<file path="src/rtl/state_report_pkg.sv">
// Shared constants and FSM encoding for the AWG status-report transmitter.
package state_report_pkg;

    typedef enum logic [2:0] {
        ST_IDLE   = 3'd0,
        ST_CONV_F = 3'd1,
        ST_CONV_P = 3'd2,
        ST_CONV_A = 3'd3,
        ST_SEND   = 3'd4
    } fsm_state_t;

    localparam logic [7:0] ASCII_S    = 8'h53;
    localparam logic [7:0] ASCII_F    = 8'h46;
    localparam logic [7:0] ASCII_A    = 8'h41;
    localparam logic [7:0] ASCII_P    = 8'h50;
    localparam logic [7:0] ASCII_ZERO = 8'h30;
    localparam logic [7:0] ASCII_CR   = 8'h0D;
    localparam logic [7:0] ASCII_LF   = 8'h0A;

    localparam int FRAME_LEN_EOL    = 16;
    localparam int FRAME_LEN_NO_EOL = 14;

    // Each conversion phase is one load cycle plus twelve shift cycles.
    localparam logic [3:0] CONV_LAST_CYC = 4'd12;

    function automatic logic [7:0] ascii_digit(input logic [3:0] d);
        return ASCII_ZERO + {4'h0, d};
    endfunction

endpackage

</file>
<file path="src/rtl/state_report_if.sv">
// Byte stream from the status transmitter toward the UART transmit path.
interface state_report_if;
    // A byte transfers on every clk edge where tx_valid && tx_ready. Once
    // tx_valid is high it stays high with tx_data stable until that transfer;
    // tx_ready may be high before tx_valid and never gates tx_valid.
    logic [7:0] tx_data;
    logic       tx_valid;
    logic       tx_ready;

    modport master (output tx_data, output tx_valid, input tx_ready);
    modport slave  (input tx_data, input tx_valid, output tx_ready);
endinterface

</file>
<file path="src/rtl/state_report_bin2bcd12.sv">
// Sequential 12-bit double-dabble: load on start, then twelve shift/add-3 steps.
module bin2bcd12 (
    input  logic        clk,
    input  logic        rst_n,
    input  logic        start,
    input  logic [11:0] value,
    output logic [15:0] bcd,
    output logic        done
);

    logic [11:0] bin_q;
    logic [3:0]  shift_cnt;
    logic [15:0] bcd_adj;

    always_comb begin
        bcd_adj = bcd;
        for (int i = 0; i < 4; i++) begin
            if (bcd[i*4 +: 4] >= 4'd5) bcd_adj[i*4 +: 4] = bcd[i*4 +: 4] + 4'd3;
        end
    end

    always_ff @(posedge clk or negedge rst_n) begin
        if (!rst_n) begin
            bin_q     <= '0;
            bcd       <= '0;
            shift_cnt <= '0;
            done      <= 1'b0;
        end else if (start) begin
            bin_q     <= value;
            bcd       <= '0;
            shift_cnt <= 4'd12;
            done      <= 1'b0;
        end else if (shift_cnt != 4'd0) begin
            {bcd, bin_q} <= {bcd_adj[14:0], bin_q, 1'b0};
            shift_cnt    <= shift_cnt - 4'd1;
            done         <= (shift_cnt == 4'd1);
        end else begin
            done <= 1'b0;
        end
    end

endmodule

</file>
<file path="src/rtl/state_report.sv">
// Snapshots the waveform settings on trigger and streams them as an ASCII
// frame "SdFddddAddPddd[CR LF]" one byte per transfer.
module state_report
    import state_report_pkg::*;
#(
    parameter bit EOL_EN = 1'b1
) (
    input  logic           clk,
    input  logic           rst_n,
    input  logic           trigger,
    input  logic [2:0]     state,
    input  logic [11:0]    state_freq,
    input  logic [3:0]     state_amp,
    input  logic [7:0]     state_phase,
    state_report_if.master tx,
    output logic           busy,
    output logic           frame_done
);

    localparam int         FRAME_LEN = EOL_EN ? FRAME_LEN_EOL : FRAME_LEN_NO_EOL;
    localparam logic [3:0] LAST_IDX  = 4'(FRAME_LEN - 1);

    fsm_state_t  fsm_state, next_state;
    logic [2:0]  snap_state;
    logic [11:0] snap_freq;
    logic [3:0]  snap_amp;
    logic [7:0]  snap_phase;
    logic [3:0]  cyc_cnt;
    logic [3:0]  byte_idx;
    logic [15:0] freq_bcd;
    logic [11:0] phase_bcd;
    logic [7:0]  amp_bcd;
    logic        done_q;
    logic        send_xfer;
    logic        in_conv;
    logic        conv_start;
    logic        conv_done;
    logic [11:0] conv_value;
    logic [15:0] conv_bcd;
    logic [7:0]  frame_byte;

    assign in_conv    = fsm_state inside {ST_CONV_F, ST_CONV_P, ST_CONV_A};
    assign conv_start = in_conv && (cyc_cnt == 4'd0);
    assign send_xfer  = (fsm_state == ST_SEND) && tx.tx_ready;

    always_comb begin
        conv_value = snap_freq;
        if (fsm_state == ST_CONV_P) conv_value = {4'h0, snap_phase};
        if (fsm_state == ST_CONV_A) conv_value = {8'h00, snap_amp};
    end

    bin2bcd12 u_bin2bcd (
        .clk   (clk),
        .rst_n (rst_n),
        .start (conv_start),
        .value (conv_value),
        .bcd   (conv_bcd),
        .done  (conv_done)
    );

    always_ff @(posedge clk or negedge rst_n) begin
        if (!rst_n) fsm_state <= ST_IDLE;
        else        fsm_state <= next_state;
    end

    always_comb begin
        next_state = fsm_state;
        case (fsm_state)
            ST_IDLE:   if (trigger)                    next_state = ST_CONV_F;
            ST_CONV_F: if (cyc_cnt == CONV_LAST_CYC)   next_state = ST_CONV_P;
            ST_CONV_P: if (cyc_cnt == CONV_LAST_CYC)   next_state = ST_CONV_A;
            ST_CONV_A: if (cyc_cnt == CONV_LAST_CYC)   next_state = ST_SEND;
            ST_SEND:   if (send_xfer && byte_idx == LAST_IDX) next_state = ST_IDLE;
            default:                                   next_state = ST_IDLE;
        endcase
    end

    // A conversion result appears one cycle into the following phase, so each
    // field is captured there; amp lands in the first SEND cycle, well before
    // its digits at bytes 8-9 can be reached.
    always_ff @(posedge clk or negedge rst_n) begin
        if (!rst_n) begin
            snap_state <= '0;
            snap_freq  <= '0;
            snap_amp   <= '0;
            snap_phase <= '0;
            cyc_cnt    <= '0;
            byte_idx   <= '0;
            freq_bcd   <= '0;
            phase_bcd  <= '0;
            amp_bcd    <= '0;
            done_q     <= 1'b0;
        end else begin
            if (fsm_state == ST_IDLE && trigger) begin
                snap_state <= state;
                snap_freq  <= state_freq;
                snap_amp   <= state_amp;
                snap_phase <= state_phase;
            end
            if (!in_conv || next_state != fsm_state) cyc_cnt <= 4'd0;
            else                                     cyc_cnt <= cyc_cnt + 4'd1;
            if (send_xfer) byte_idx <= (byte_idx == LAST_IDX) ? 4'd0 : byte_idx + 4'd1;
            done_q <= send_xfer && (byte_idx == LAST_IDX);
            if (conv_done) begin
                case (fsm_state)
                    ST_CONV_P: freq_bcd  <= conv_bcd;
                    ST_CONV_A: phase_bcd <= conv_bcd[11:0];
                    ST_SEND:   amp_bcd   <= conv_bcd[7:0];
                    default: ;
                endcase
            end
        end
    end

    always_comb begin
        frame_byte = 8'h00;
        case (byte_idx)
            4'd0:  frame_byte = ASCII_S;
            4'd1:  frame_byte = ASCII_ZERO + {5'b0, snap_state};
            4'd2:  frame_byte = ASCII_F;
            4'd3:  frame_byte = ascii_digit(freq_bcd[15:12]);
            4'd4:  frame_byte = ascii_digit(freq_bcd[11:8]);
            4'd5:  frame_byte = ascii_digit(freq_bcd[7:4]);
            4'd6:  frame_byte = ascii_digit(freq_bcd[3:0]);
            4'd7:  frame_byte = ASCII_A;
            4'd8:  frame_byte = ascii_digit(amp_bcd[7:4]);
            4'd9:  frame_byte = ascii_digit(amp_bcd[3:0]);
            4'd10: frame_byte = ASCII_P;
            4'd11: frame_byte = ascii_digit(phase_bcd[11:8]);
            4'd12: frame_byte = ascii_digit(phase_bcd[7:4]);
            4'd13: frame_byte = ascii_digit(phase_bcd[3:0]);
            4'd14: frame_byte = ASCII_CR;
            4'd15: frame_byte = ASCII_LF;
            default: frame_byte = 8'h00;
        endcase
    end

    always_comb begin
        busy        = (fsm_state != ST_IDLE);
        frame_done  = done_q;
        tx.tx_valid = (fsm_state == ST_SEND);
        tx.tx_data  = (fsm_state == ST_SEND) ? frame_byte : 8'h00;
    end

endmodule

</file>
<file path="src/flat_wrapper.sv">
// flat-port wrapper written by rule: the top's interface ports become plain ports
module state_report_flat import state_report_pkg::*;
#(
    parameter bit EOL_EN = 1'b1
)
  (clk, rst_n, trigger, state, state_freq, state_amp, state_phase, busy, frame_done, tx_tx_data, tx_tx_valid, tx_tx_ready);
  state_report_if tx_i ();
  input  logic clk;
  input  logic rst_n;
  input  logic trigger;
  input  logic [2:0] state;
  input  logic [11:0] state_freq;
  input  logic [3:0] state_amp;
  input  logic [7:0] state_phase;
  output logic busy;
  output logic frame_done;
  output wire logic [$bits(tx_i.tx_data)-1:0] tx_tx_data;
  output wire logic [$bits(tx_i.tx_valid)-1:0] tx_tx_valid;
  input wire logic [$bits(tx_i.tx_ready)-1:0] tx_tx_ready;
  assign tx_tx_data = tx_i.tx_data;
  assign tx_tx_valid = tx_i.tx_valid;
  assign tx_i.tx_ready = tx_tx_ready;
  state_report #(.EOL_EN(EOL_EN)) u_core (.clk(clk), .rst_n(rst_n), .trigger(trigger), .state(state), .state_freq(state_freq), .state_amp(state_amp), .state_phase(state_phase), .tx(tx_i), .busy(busy), .frame_done(frame_done));
endmodule
</file>
<file path="config.mk">
export PLATFORM = sky130hd
export DESIGN_NAME = state_report_flat
export DESIGN_NICKNAME = d
export VERILOG_FILES = /design/src/rtl/state_report_pkg.sv /design/src/rtl/state_report_if.sv /design/src/rtl/state_report_bin2bcd12.sv /design/src/rtl/state_report.sv /design/src/flat_wrapper.sv
export SDC_FILE = /design/constraint.sdc
export NUM_CORES = 1
export LEC_CHECK = 0
export BUFFER_PORTS_ARGS = -buffer_cell sky130_fd_sc_hd__buf_2
export CAP_MARGIN = 20
export CELL_PAD_IN_SITES_DETAIL_PLACEMENT = 0
export CELL_PAD_IN_SITES_GLOBAL_PLACEMENT = 1
export CORE_ASPECT_RATIO = 0.5
export CORE_UTILIZATION = 50
export CTS_BUF_LIST = sky130_fd_sc_hd__clkbuf_8
export DETAILED_ROUTE_END_ITERATION = 8
export GPL_TIMING_DRIVEN = 1
export PLACE_DENSITY_LB_ADDON = 0.1
export SYNTH_ARGS = -nofsm -noshare
export SYNTH_HDL_FRONTEND = slang
export SYNTH_SLANG_ARGS = --single-unit
export TNS_END_PERCENT = 5
</file>
<file path="constraint.sdc">
create_clock -name clk -period 2.7 [get_ports clk]
set_clock_uncertainty 0.15 [all_clocks]
set_input_delay 0.27 -clock clk [delete_from_list [all_inputs] [get_ports clk]]
set_output_delay 0.27 -clock clk [all_outputs]
set_load 0.005 [all_outputs]
</file>
After elaboration in Yosys (flattened, before gate mapping)
Index checks and enable logic that the tools add are counted.

Flip-flop bits (word level): 108. Input bits: 31. Output and inout port bits: 11. Logic and storage cells: 98.

$add $sub $neg: 17. Order comparisons: 4. Equality and inequality tests: 22. Muxes and demuxes: 24. Reduce and logical (&&, ||, !) cells: 16.

Operators by type and width (count): 8-bit one-hot mux with 16 select lines (1); 6-bit by 4-bit adder with 7-bit output, first input constant (9); 12-bit two-way mux (4); 4-bit == test, second input constant (9); 16-bit two-way mux (2); 4-bit two-way mux (7); 3-bit two-way mux (6); 4-bit by 3-bit == test with 1-bit output, second input constant (4); 4-bit by 3-bit >= comparator with 1-bit output, second input constant (4); 3-bit one-hot mux with 5 select lines (1); 4-bit by 2-bit adder with 4-bit output, second input constant (3); 4-bit by 1-bit adder with 4-bit output, second input constant (2); 4-bit by 1-bit == test with 1-bit output, second input constant (2); 4-bit by 2-bit == test with 1-bit output, second input constant (2); 4-bit logical NOT (2); 8-bit two-way mux (1); 6-bit by 3-bit adder with 7-bit output, first input constant (1); 3-bit by 2-bit == test with 1-bit output, second input constant (2); 2-bit AND reduction (3); 3-bit nonzero test (2); 1-bit logical AND (4); 4-bit nonzero test (1); 4-bit by 1-bit subtractor with 4-bit output, second input constant (1); 3-bit by 2-bit adder with 3-bit output, second input constant (1); 8 further kinds (9).

Longest topological paths before layout
Gate-level depths: netlist of the first run.

Depth in word-level cells: 8. Depth in mapped cells: 7. Depth with buffers taken out: 6.

Modules after synthesis
From an unflattened synthesis of the first run, not the netlist that was laid out.

Cell total of the unflattened synthesis: 516. Area total of the unflattened synthesis: 5821.8 um2.

By module, submodules not included: state_report (times used 1, cells an instance 314, area each 3881.2 um2, seq. area each 1876.8 um2); bin2bcd12 (times used 1, cells an instance 202, area each 1940.6 um2, seq. area each 825.8 um2).

Worst setup path before layout of the first run
No wires, ideal clock.

Path type: flip-flop to output port. Start: register u_core.byte_idx[0]. End: output tx_tx_data[4]. Arrival time: 1613 ps. Data required time: 2280 ps. Setup slack: 667 ps. Stages on the path, launching flop included: 7. Path through: dfrtp_1 -> ha_1 -> clkbuf_1 -> or4b_2 -> o31a_1 -> nor2_1 -> nor2_1.

Longest elaborated chain between the ends: 3. Elaborated cells between the ends (all ways): 18. Those cells by class: 15 x eq/ne; 2 x mux; 1 x reduce/logical.

Ends and longest elaborated chain: from (decl) (line state_report.sv:29) `logic [3:0] byte_idx;`; from (signal assigned) (line state_report.sv:102) `if (send_xfer) byte_idx <= (byte_idx == LAST_IDX) ? 4'd0 : byte_idx + 4'd1;`; 4-bit == test, or another cell as far along (line state_report.sv:117) `case (byte_idx)`; 8-bit one-hot mux with 16 select lines (*) (line state_report.sv:117); 8-bit two-way mux (*) (line state_report.sv:142) `tx.tx_data = (fsm_state == ST_SEND) ? frame_byte : 8'h00;`; to (decl) (line flat_wrapper.sv:17) `output wire logic [$bits(tx_i.tx_data)-1:0] tx_tx_data;`.

Mark *: on every way between the ends. The rest lies on a longest branch, timed or not. The select of a mux whose other input is x is not followed.

Worst setup path in the final report of the first run
Start: register u_core.byte_idx[1]. End: output tx_tx_data[0].

The elaborated chain is that of the path after synthesis.

==> results.sh, run 1 <==
export IMPL_critPathKind="reg -> out"
export IMPL_start_kind="flop"
export IMPL_fp_dieH_um=75.9
export IMPL_finalCritPeriodShare_pct=97.2
export IMPL_synth_area_per_cell_um2=10.9
export IMPL_power_mw=6.35
export IMPL_synth_warnings=0
export IMPL_max_slew_margin_pct=65.2
export IMPL_drt_pass1_iterations=5
export IMPL_grt_pass1_wl_mm=19.8
export IMPL_fp_dieW_um=150
export IMPL_total_leakage_power_nw=2.88
export IMPL_synth_seq_cells=108
export IMPL_syn_inst=501
export IMPL_crit_arrival_ps=2210
export IMPL_yosysMostFrequentCell="dfrtp_1"
export IMPL_crit_fanout=5
export IMPL_clkSinkCount=108
export IMPL_crit_required_ps=2280
export IMPL_synthTopCellsByCount="dfrtp_1 (108), nand2_1 (47), mux2_2 (45), o21ai_0 (35), a21oi_1 (32)"
export IMPL_synth_seq_area_share_pct=49.4
export IMPL_nets=610
export IMPL_cts_root_buf="clkbuf_8"
export IMPL_netlist_cell_type_count=52
export IMPL_syn_nets=548
export IMPL_critPathCaptureType="output pin"
export IMPL_setup_viol=0
export IMPL_synthFlopType="dfrtp_1"
export IMPL_cts_buffers_inserted=9
export IMPL_antenna_found_initial=0
export IMPL_drc=0
export IMPL_worst_slew_pin_slew_ps=522
export IMPL_synth_area_top_cells="dfrtp_1 (49%), mux2_2 (9.3%), mux2_4 (5.5%)"
export IMPL_io_pins=42
export IMPL_fin_crit_ps=2630
export IMPL_vias=3889
export IMPL_routedWlPerCell_um=16.4
export IMPL_powerDensity_nw_per_um2=1010
export IMPL_coreArea_um2=10400
export IMPL_drive_gt1_share_pct=26.1
export IMPL_syn_to_final_growth_pct=15.3
export IMPL_ir_worst_vdd_mv=0.405
export IMPL_netlist_area_um2=5470
export IMPL_slew_viol_final=0
export IMPL_pre_cts_ws_ps=348
export IMPL_row_count=26
export IMPL_cts_htree_levels=3
export IMPL_synthMuxAreaShare_pct=16.0
export IMPL_nFillCells=898
export IMPL_clock_path_buffers=2
export IMPL_synth_compound_area_share_pct=12.3
export IMPL_cts_clk_slew_worst_paths_ps=100
export IMPL_antenna_cells=0
export IMPL_synth_simple_area_share_pct=12.3
export IMPL_dpl_hpwl_mm=7.94
export IMPL_synth_top_area_cell="dfrtp_1"
export IMPL_clk_latency_ps=370
export IMPL_grt_overflow_total=0
export IMPL_rsz0062_at_grt="yes"
export IMPL_synthAdderAreaFrac_pct=3.66
export IMPL_synth_top_family_by_area="multiplexers"
export IMPL_yosys_area_share_xor_xnor_pct=1.60
export IMPL_ant_nets=0
export IMPL_maxCapViolations=0
export IMPL_wl_mm=11.6
export IMPL_stdcell_area_um2=6310
export IMPL_start_util_pct=52.5
export IMPL_dieArea_um2=11400
export IMPL_first_iter_violations=143
export IMPL_setup_ws_ps=74.8
export IMPL_tritoncts="done"
export IMPL_status="complete, no violations"
export IMPL_synth_edf_count=0
export IMPL_globalplace_congestion=0.825
export IMPL_synth_top_area_share_pct=49.4
export IMPL_grt_use_total_pct=22.3
export IMPL_dpl_cell_area_um2=5810
export IMPL_grt_pass1_vias=3828
export IMPL_hold_class="in -> reg"
export IMPL_post_cts_buffers=0
export IMPL_async_flop_share_pct=100
export IMPL_avgViaCountPerCell=5.50
export IMPL_portBuffers=40
export IMPL_hold_viol_final=0
export IMPL_grt_start_max_net_pins=62
export IMPL_max_freq_mhz=381
==> flip-flops by register name, indices dropped and copies added (netlist names) <==
register,count
u_core.snap_phase,8
u_core.snap_amp,4
u_core.freq_bcd,16
u_core.u_bin2bcd.bcd,16
u_core.cyc_cnt,4
u_core.u_bin2bcd.done,1
u_core.frame_done,1
u_core.snap_freq,12
u_core.phase_bcd,12
u_core.u_bin2bcd.bin_q,12
u_core.byte_idx,4
u_core.amp_bcd,8
u_core.fsm_state,3
u_core.u_bin2bcd.shift_cnt,4
u_core.snap_state,3
==> through the flow <==
step	TNS, ps	hold WS (ps)	instances	utilization (%)
global placement	0	33.2	664	55.8
global route	-63.4	39.4	707	60.6
CTS	0	38.0	707	60.4
finish	0	49.8	707	60.6
floorplan	0	-176	501	-
detailed placement	0	37.8	664	55.8
==> what timing repair did <==
item                                    4_1_cts  5_1_grt
endpoints found under the hold margin        47        0
hold buffers                                 28        0
endpoints found under the setup margin        2        4
resized for setup                             2        5
==> placed cells by master (no fill, tap or decap), types with 5 or more instances in the layout <==
cell,Yosys,final
mux2_2,45,45
nand2_1,47,47
ha_1,16,13
nand2b_1,5,5
a211oi_1,13,13
mux2i_1,7,7
a22oi_1,5,5
dfrtp_1,108,106
o21ai_0,35,35
nor3b_1,7,7
buf_4,2,12
a21oi_1,32,32
inv_1,18,17
nor2_1,26,26
xnor2_1,8,8
nand3_1,25,25
clkbuf_8,0,9
buf_2,11,39
a31oi_1,12,12
mux2_4,20,20
dlygate4sd3_1,0,28
==> layout make-up <==
type	count	area, um2	share of cell area (%)
repair buffers	82	626	9.92
multi-input cells	343	2530	40.2
clock inverters	6	71.3	1.13
well taps	140	175	2.78
flip-flops and latches	108	2710	42.9
clock buffers	9	124	1.96
inverters	19	71.3	1.13
==> worst paths after layout <==
| path | from | to | slack (ps) | depth (start not counted) |
|---|---|---|---|---|
| worst max register to register | u_core.fsm_state[1]$_DFF_PN0_ | u_core.amp_bcd[1]$_DFFE_PN0P_ | 620 | 5 |
| max in group asynchronous | rst_n | u_core.cyc_cnt[0]$_DFF_PN0_ | 1560 | 3 |
| worst max-delay path | u_core.byte_idx[1]$_DFFE_PN0P_ | tx_tx_data[0] | 70 | 7 |
| worst min register to register | u_core.cyc_cnt[0]$_DFF_PN0_ | u_core.cyc_cnt[0]$_DFF_PN0_ | 340 | 1 |
| worst min-delay path | tx_tx_ready | u_core.byte_idx[3]$_DFFE_PN0P_ | 50 | 3 |
| min in group asynchronous | rst_n | u_core.frame_done$_DFF_PN0_ | 170 | 2 |
==> critical path, cell delays in order (launching register included) <==
cell	delay, ps
dfrtp_2	430
inv_1	100
ha_1	200
or4_1	530
a21oi_1	170
a31oi_1	60
a21oi_1	200
buf_2	150
==> layer usage <==
| layer | wire [um] | vias to the layer above | part of all wire, % | track usage [%] |
|---|---|---|---|---|
| met4 | 57 | 0 | 0.49 | 3.54 |
| met3 | 474 | 7 | 4.1 | 5.54 |
| met1 | 6110 | 1914 | 53 | 34.4 |
| met5 | 0 | - | 0 | 0 |
| met2 | 4940 | 72 | 43 | 31.9 |
| li1 | - | 1896 | - | - |
==> power breakdown <==
part           switching, mW  leakage (nW)  internal (mW)  total [mW]
clock                  0.566        0.0927          0.434        1.00
sequential             0.621          1.37           2.24        2.86
combinational           1.23          1.41           1.25        2.48
==> kinds of logic (layout without fill, tap and decap cells) <==
kind of cell	count (synthesis)	after routing
multiplexers	72	72
XOR/XNOR	10	10
adder cells (fa/ha/maj)	16	16
other	1	1
AO/OA/AOI/OAI	112	112
buffers and inverters	50	116
AND/OR/NAND/NOR	132	132
flip-flops	108	108
(Power assumes the default switching activity.)
==> inputs of run 2 (changes only) <==
--- a/config.mk
+++ b/config.mk
@@ -17,5 +17,6 @@
 export PLACE_DENSITY_LB_ADDON = 0.1
 export SYNTH_ARGS = -nofsm -noshare
 export SYNTH_HDL_FRONTEND = slang
+export SYNTH_HIERARCHICAL = 1
 export SYNTH_SLANG_ARGS = --single-unit
 export TNS_END_PERCENT = 5
==> results.sh, run 2 <==
export IMPL_powerDensity_nw_per_um2=975
export IMPL_crit_fanout=8
export IMPL_grt_start_max_net_pins=109
export IMPL_start_util_pct=52.2
export IMPL_hold_ws_ps=54.2
export IMPL_synth_seq_area_share_pct=46.4
export IMPL_ir_worst_vdd_mv=0.371
export IMPL_antenna_cells=0
export IMPL_grt_overflow_total=0
export IMPL_wl_mm=11.6
export IMPL_dieArea_um2=12100
export IMPL_clkSinkCount=108
export IMPL_clock_path_buffers=2
export IMPL_slew_viol_final=0
export IMPL_stdcell_area_um2=6560
export IMPL_syn_inst=516
export IMPL_io_pins=42
export IMPL_reg2reg_depth=6
export IMPL_crit_required_ps=2280
export IMPL_cts_htree_levels=3
export IMPL_synthTopCellsByCount="dfrtp_1 (108), nand2_1 (38), mux2_4 (31), mux2_2 (30), inv_1 (26)"
export IMPL_grt_use_total_pct=21.1
export IMPL_first_iter_violations=180
export IMPL_synth_area_top_cells="dfrtp_1 (46%), mux2_4 (8.0%), mux2_2 (5.8%)"
export IMPL_yosysMostFrequentCell="dfrtp_1"
export IMPL_setup_viol=0
export IMPL_max_freq_mhz=388
export IMPL_routedWlPerCell_um=16.0
export IMPL_netlist_cell_type_count=67
export IMPL_portBuffers=40
export IMPL_crit_arrival_ps=2160
export IMPL_cts_clk_slew_worst_paths_ps=90
export IMPL_fp_dieH_um=78.3
export IMPL_avgViaCountPerCell=5.43
export IMPL_synthFlopType="dfrtp_1"
export IMPL_power_mw=6.40
export IMPL_critPathKind="reg -> out"
export IMPL_start_kind="flop"
export IMPL_rsz0062_at_grt="no"
export IMPL_ant_nets=0
export IMPL_max_slew_margin_pct=57.2
export IMPL_netlist_area_um2=5820
export IMPL_total_leakage_power_nw=3.12
export IMPL_setup_ws_ps=122
export IMPL_grt_pass1_wl_mm=19.8
export IMPL_synth_seq_cells=108
export IMPL_top_regs="u_core/freq_bcd x16, u_core/u_bin2bcd/bcd x16"
export IMPL_final_common_cell="dfrtp_1"
export IMPL_drt_pass1_iterations=4
export IMPL_globalplace_congestion=0.857
export IMPL_cts_buffers_inserted=9
export IMPL_cts_root_buf="clkbuf_8"
export IMPL_layout_common_cells="dfrtp_1 (106), buf_2 (39), nand2_1 (38)"
export IMPL_status="complete, no violations"
export IMPL_clk_latency_ps=370
export IMPL_fin_crit_ps=2580
export IMPL_row_count=27
export IMPL_fp_dieW_um=155
export IMPL_drive_gt1_share_pct=26.0
export IMPL_pre_cts_ws_ps=375
export IMPL_synth_top_area_share_pct=46.4
export IMPL_async_flop_share_pct=100
export IMPL_hold_viol_final=0
export IMPL_synth_edf_count=0
export IMPL_coreArea_um2=11100
export IMPL_hold_path_depth=3
export IMPL_grt_pass1_vias=3863
export IMPL_worst_slew_pin_slew_ps=643
export IMPL_post_cts_buffers=0
export IMPL_syn_nets=563
export IMPL_synth_area_per_cell_um2=11.3
export IMPL_drc=0
export IMPL_syn_to_final_growth_pct=12.7
export IMPL_synth_top_area_cell="dfrtp_1"
export IMPL_synth_warnings=6
export IMPL_maxCapViolations=0
export IMPL_nFillCells=935
export IMPL_dpl_hpwl_mm=7.76
export IMPL_antenna_found_initial=0
export IMPL_tns_ps=0
export IMPL_hold_class="in -> reg"
export IMPL_tritoncts="done"
export IMPL_nets=620
export IMPL_critPathCaptureType="output pin"
export IMPL_dpl_cell_area_um2=6080
export IMPL_vias=3929
export IMPL_finalCritPeriodShare_pct=95.5
==> run 2: cell types whose count changed in the layout (fill, tap and decap cells not counted), sizes merged, moves of 5 or more <==
| cell | previous run | this run |
|---|---|---|
| o211ai | 3 | 8 |
| o21ai | 35 | 40 |
| a31oi | 12 | 2 |
| a21oi | 32 | 14 |
| xnor2 | 8 | 3 |
| a211oi | 13 | 4 |
| inv | 22 | 29 |
| or3 | 1 | 15 |
| nand2 | 47 | 39 |
| and2 | 2 | 7 |
| o2111ai | 0 | 6 |
| nand3 | 26 | 13 |
| mux2i | 7 | 17 |
| nor2b | 2 | 12 |
==> run 2: metal layers <==
metal | routed length, um | part of all wire [%] | GRT usage [%] | vias to the layer above
met2 | 4980 | 43 | 30.9 | 57
met4 | 101 | 0.87 | 5.35 | 0
met5 | 0 | 0 | 0 | -
met3 | 322 | 2.8 | 4.36 | 9
li1 | - | - | - | 1941
met1 | 6190 | 53 | 31.7 | 1922
==> run 2: kinds of logic (layout without fill, tap and decap cells) <==
kind of cell / after synthesis / after routing / share of synthesized area (%)
multiplexers: 86 / 86 / 18.3
flip-flops: 108 / 108 / 46.4
buffers and inverters: 60 / 122 / 5.85
AND/OR/NAND/NOR: 135 / 135 / 12.8
adder cells (fa/ha/maj): 16 / 16 / 3.44
other: 1 / 1 / 0.0644
XOR/XNOR: 5 / 5 / 0.752
AO/OA/AOI/OAI: 105 / 105 / 12.4
==> run 2: metrics by stage <==
stage,utilization (%),std cells
after floorplan,-,516
after global placement,54.5,679
after detailed placement,54.5,679
after CTS,58.8,723
after global routing,58.9,723
final,58.9,723
==> run 2: what timing repair did <==
| item | in CTS | in global routing |
|---|---|---|
| setup endpoints to repair | 3 | 5 |
| gates resized for setup | 2 | 3 |
| endpoints found under the hold margin | 135 | 0 |
| hold buffers | 28 | 0 |
==> run 2: worst max-delay path: stages, from the launching register on <==
cell and delay (ps):
dfrtp_2 430, inv_1 100, ha_1 300, or3_1 440, a21oi_1 140, a211oi_1 60
o21ai_0 180, buf_2 140
==> run 2: final cells by class <==
cell class	count	area, um2	share of cell area (%)
Tap cell	145	181	2.77
Clock inverter	4	22.5	0.343
Inverter	27	101	1.54
Timing Repair Buffer	79	591	9.00
Sequential cell	108	2710	41.2
Multi-Input combinational cell	348	2800	42.6
Clock buffer	12	165	2.52
==> run 2: final timing paths <==
check	start	endpoint	slack, ps
max in group asynchronous	rst_n	u_core/u_bin2bcd/shift_cnt[1]$_DFFE_PN0P_	1610
min	tx_tx_ready	u_core/frame_done$_DFF_PN0_	50
max reg2reg	u_core/u_bin2bcd/shift_cnt[0]$_DFFE_PN0P_	u_core/u_bin2bcd/bcd[6]$_DFFE_PN0P_	470
min in group asynchronous	rst_n	u_core/frame_done$_DFF_PN0_	310
min reg2reg	u_core/cyc_cnt[0]$_DFF_PN0_	u_core/cyc_cnt[0]$_DFF_PN0_	340
max	u_core/byte_idx[0]$_DFFE_PN0P_	tx_tx_data[0]	120
==> run 2: power by group <==
group	internal, mW	total, mW	switching [mW]
logic	1.36	2.67	1.32
clock network	0.409	0.942	0.533
registers	2.19	2.79	0.593
total	3.96	6.40	2.44
